--- src/rtl/button_pkg.sv ---
// Shared definitions for the push-button front end (debouncer and gesture decoder).
//   gesture_state_t   : gesture decoder FSM encoding
//   *_3MHZ constants  : default timing parameters for the 3 MHz fabric clock
package button_pkg;

    typedef enum logic [2:0] {
        IDLE,
        PRESS1,
        WAIT_GAP,
        PRESS2,
        LONG_HELD
    } gesture_state_t;

    localparam int unsigned LONG_CYCLES_3MHZ     = 3_000_000;  // 1 s
    localparam int unsigned GAP_CYCLES_3MHZ      = 750_000;    // 250 ms
    localparam int unsigned DEBOUNCE_CYCLES_3MHZ = 60_000;     // 20 ms

endpackage

--- src/rtl/button_gesture_decoder.sv ---
// Classifies debounced button activity into short, double and long presses.
// Ports:
//   clk          in   system clock
//   rst_n        in   asynchronous active-low reset
//   btn_state    in   debounced button level, 1 = pressed, synchronous to clk
//   short_press  out  1-cycle pulse: single press released, no re-press within gap
//   double_press out  1-cycle pulse: second press released
//   long_press   out  1-cycle pulse: first press held for LONG_CYCLES
//   holding      out  level, high while a long press is being held
//   busy         out  level, high whenever a gesture is in progress
module button_gesture_decoder
    import button_pkg::*;
#(
    parameter int unsigned LONG_CYCLES = LONG_CYCLES_3MHZ,
    parameter int unsigned GAP_CYCLES  = GAP_CYCLES_3MHZ
) (
    input  logic clk,
    input  logic rst_n,
    input  logic btn_state,
    output logic short_press,
    output logic double_press,
    output logic long_press,
    output logic holding,
    output logic busy
);

    localparam int unsigned MAX_CYCLES = (LONG_CYCLES > GAP_CYCLES) ? LONG_CYCLES : GAP_CYCLES;
    localparam int unsigned CNT_W      = $clog2(MAX_CYCLES);
    localparam logic [CNT_W-1:0] LONG_LAST = CNT_W'(LONG_CYCLES - 1);
    localparam logic [CNT_W-1:0] GAP_LAST  = CNT_W'(GAP_CYCLES - 1);

    gesture_state_t   state_q, state_d;
    logic [CNT_W-1:0] cnt_q;
    logic             btn_prev;
    logic             rise;
    logic             short_d, double_d, long_d;

    assign rise = btn_state & ~btn_prev;

    // Release/re-press are tested before the counter threshold so that a
    // level change on the threshold cycle wins over the timeout.
    always_comb begin
        state_d  = state_q;
        short_d  = 1'b0;
        double_d = 1'b0;
        long_d   = 1'b0;
        case (state_q)
            IDLE: begin
                if (rise) state_d = PRESS1;
            end
            PRESS1: begin
                if (!btn_state) begin
                    state_d = WAIT_GAP;
                end else if (cnt_q == LONG_LAST) begin
                    state_d = LONG_HELD;
                    long_d  = 1'b1;
                end
            end
            WAIT_GAP: begin
                if (btn_state) begin
                    state_d = PRESS2;
                end else if (cnt_q == GAP_LAST) begin
                    state_d = IDLE;
                    short_d = 1'b1;
                end
            end
            PRESS2: begin
                if (!btn_state) begin
                    state_d  = IDLE;
                    double_d = 1'b1;
                end
            end
            LONG_HELD: begin
                if (!btn_state) state_d = IDLE;
            end
            default: state_d = IDLE;
        endcase
    end

    // btn_prev resets high so a button held through reset is not a rise.
    always_ff @(posedge clk or negedge rst_n) begin
        if (!rst_n) begin
            state_q      <= IDLE;
            cnt_q        <= '0;
            btn_prev     <= 1'b1;
            short_press  <= 1'b0;
            double_press <= 1'b0;
            long_press   <= 1'b0;
            holding      <= 1'b0;
            busy         <= 1'b0;
        end else begin
            state_q  <= state_d;
            btn_prev <= btn_state;
            if (state_d != state_q) begin
                cnt_q <= '0;
            end else if (state_q == PRESS1 || state_q == WAIT_GAP) begin
                cnt_q <= cnt_q + CNT_W'(1);
            end
            short_press  <= short_d;
            double_press <= double_d;
            long_press   <= long_d;
            holding      <= (state_d == LONG_HELD);
            busy         <= (state_d != IDLE);
        end
    end

endmodule

--- config.mk ---
export PLATFORM = sky130hd
export DESIGN_NAME = button_gesture_decoder
export DESIGN_NICKNAME = d
export VERILOG_FILES = /design/src/rtl/button_pkg.sv /design/src/rtl/button_gesture_decoder.sv
export SDC_FILE = /design/constraint.sdc
export NUM_CORES = 1
export LEC_CHECK = 0
export BUFFER_PORTS_ARGS = -buffer_cell sky130_fd_sc_hd__buf_2
export CAP_MARGIN = 20
export CORE_MARGIN = 2
export CORE_UTILIZATION = 48
export DETAILED_ROUTE_END_ITERATION = 8
export PLACE_DENSITY = 0.68
export REMOVE_ABC_BUFFERS = 1
export SETUP_SLACK_MARGIN = 0.1
export SLEW_MARGIN = 20
export SYNTH_ARGS = -nofsm -noshare
export SYNTH_HDL_FRONTEND = slang
export SYNTH_SLANG_ARGS = --single-unit
--- constraint.sdc ---
create_clock -name clk -period 2.7 [get_ports clk]
set_clock_uncertainty 0.15 [all_clocks]
set_input_delay 0.675 -clock clk [delete_from_list [all_inputs] [get_ports clk]]
set_output_delay 0.675 -clock clk [all_outputs]
set_load 0.02 [all_outputs]
==> run metrics <==
crit end category flop; post-route minimum period 2.343 ns; r2r startpoint cnt_q[13]$_DFFE_PN0P_; largest net degree at the start of global routing 32; Total Neg Setup Slack 0 ns; top cell type's share of synthesized area 45.01%; sequential standard cell area 777.0 um2; worst r2r path cells 6; share of cells above drive strength 1 27.43%; Worst Path Required 2.77 ns; Num CTS Buffers 5; Finish-stage setup viols 0; CP Class flop to flop; CTS clk-pin slew, worst paths 0.11 ns; antenna-violating nets left 0; global-route wire length before repair 5.492 mm; Post-CTS Setup Repair Bufs 0; Final Max Tran Viols 0; via count 1204; f_max 426.7 MHz; CTS Hold Buffers Added 0; top post-synthesis cells by count dfrtp_1, nor2_2, xor2_1; CTS H-tree depth 2; vias in the first global route 1193; Chip Width 62.95 um; worst min-delay path category primary input to asynchronous set/reset pin; WP data arrival 2.42 ns; site row count 21; Distinct cells, synth 38; Initial Util 49.98%; Worst Tran Pin Value 0.6687 ns; Reg-to-Reg End cnt_q[10]$_DFFE_PN0P_; RSZ-0062 raised after global routing false; Seq cells post-synth 31; initial antenna violation count 0; DRC violations left 0; yosys warns 0; Mapped Cells 162; PortBufs 7; total track usage 17.95%; largest cells by area after synthesis dfrtp_1, xor2_1, nor2_2; synthesized area 1668 um2; sequential-to-total area share from yosys stat 46.59%; DRT Pass-1 Iters 6; dpl hpwl 2.170 mm; Tcrit/Tclk final 86.79%; RePlAce Congestion 0.8339; Synth async-reset ratio 100.0%; CTS sink cnt 31; Clock Tree Root clkbuf_4; GRT overflow 0; Ports 8; Filler cells 310; Area growth syn-to-layout 8.852%; Die Y 62.95 um; Via density 5.448; fin area 1815 um2; diode count 0; clock latency on the worst-skew pair 0.34 ns; Power Density 554.0 nW/um2; die area 3962 um2; Routed WL per cell 13.98 um; DR iter-0 viols 75; CTS tree built; critical path startpoint category flop; R2R setup slack 0.36 ns; Resized cells post-CTS 0; Post-synth top flop dfrtp_1; top-count cell post-synth dfrtp_1; Pleak 0.7405 nW; Bufs on Longest Clock Path 2; final WL 3.090 mm; Multi-input gate area 834.6 um2; max_slew headroom 55.42%; area leader, netlist dfrtp_1; core area 3337 um2; Max Cap Viol 0; Placed Area 1747 um2; Crit Path Max Fanout 18; Final Hold Fails 0; Final #Nets 178; VDD IR max 0.2278 mV; status completed; Post-synth EDFFs 0; Synth Area per Inst 10.30 um2
==> state kept, by name, indices dropped and copies added, names as in the netlist <==
name	count
holding	1
state_q	3
cnt_q	22
long_press	1
btn_prev	1
busy	1
double_press	1
short_press	1
==> cells by family (layout without fill, tap and decap cells) <==
group	count (synthesis)	after routing	share of synthesized area (%)
adder cells (fa/ha/maj)	1	1	0.7501
buffers and inverters	7	20	3.376
AO/OA/AOI/OAI	11	11	3.976
XOR/XNOR	22	22	11.55
flip-flops	31	31	46.59
AND/OR/NAND/NOR	89	89	33.08
multiplexers	1	1	0.6751
==> layout by cell type (no fill, tap or decap), types with 2 or more instances in the layout <==
master / count
nor3_1: 2
buf_2: 7
nor2_1: 14
a21oi_1: 4
xnor2_1: 6
clkbuf_8: 2
nand3_1: 11
nor2_2: 20
inv_1: 2
xor2_1: 16
buf_4: 2
o21ai_0: 3
clkbuf_4: 5
nand2b_1: 4
nand4_1: 8
or4b_1: 3
nor4_4: 2
nand2_1: 11
dfrtp_1: 30
and3_2: 2
==> critical path, stage by stage, from the launching register on <==
cell,delay [ns]
dfrtp_1,0.48
or4b_1,0.57
nor4_2,0.38
o2111ai_1,0.19
nand3_2,0.20
buf_12,0.19
nor2_2,0.06
==> layer usage <==
| layer | GRT usage, % | routed length [um] | part of all wire (%) | vias up |
|---|---|---|---|---|
| met2 | 28.99 | 1545 | 50 | 19 |
| met4 | 6.389 | 55 | 1.8 | 0 |
| met3 | 5.586 | 111 | 3.6 | 10 |
| li1 | - | - | - | 582 |
| met5 | 0 | 0 | 0 | - |
| met1 | 22.60 | 1379 | 45 | 593 |
==> cell type report <==
type	count	share of cell area [%]
Sequential cell	31	42.80
Timing Repair Buffer	10	3.859
Tap cell	46	3.170
Multi-Input combinational cell	124	45.97
Inverter	2	0.4135
Clock buffer	8	3.790
==> power breakdown <==
part / switching (mW) / total, mW / leakage (nW) / internal (mW)
sequential: 0.0336 / 0.525 / 0.421 / 0.491
clock: 0.162 / 0.315 / 0.0386 / 0.153
combinational: 0.102 / 0.165 / 0.281 / 0.0638
==> metrics by stage <==
stage          setup slack (ns)  std cells  power, mW  util [%]  hold slack (ns)
2_1_floorplan            0.5004        157     0.6448         -           0.2294
3_3_place_gp             0.3893        213     0.6947     52.34           0.4045
3_5_place_dp             0.3782        213     0.7038     52.34           0.4200
4_1_cts                  0.3487        221      1.018     54.41           0.2208
5_1_grt                  0.1997        221      1.070     54.41           0.2351
6_report                 0.3566        221      1.006     54.41           0.2028
==> worst max-delay path by stage <==
stage                                     start               endpoint  slack, ns  depth (start not counted)
after detailed placement  cnt_q[13]$_DFFE_PN0P_   cnt_q[1]$_DFFE_PN0P_       0.38                          6
after CTS                 cnt_q[13]$_DFFE_PN0P_  cnt_q[10]$_DFFE_PN0P_       0.35                          6
final                     cnt_q[13]$_DFFE_PN0P_  cnt_q[10]$_DFFE_PN0P_       0.36                          6
after floorplan           cnt_q[13]$_DFFE_PN0P_  cnt_q[21]$_DFFE_PN0P_       0.50                          5
after global placement    cnt_q[13]$_DFFE_PN0P_   cnt_q[1]$_DFFE_PN0P_       0.39                          6
after global routing      cnt_q[13]$_DFFE_PN0P_  cnt_q[10]$_DFFE_PN0P_       0.20                          6
Power figures use the tool's default switching activity.
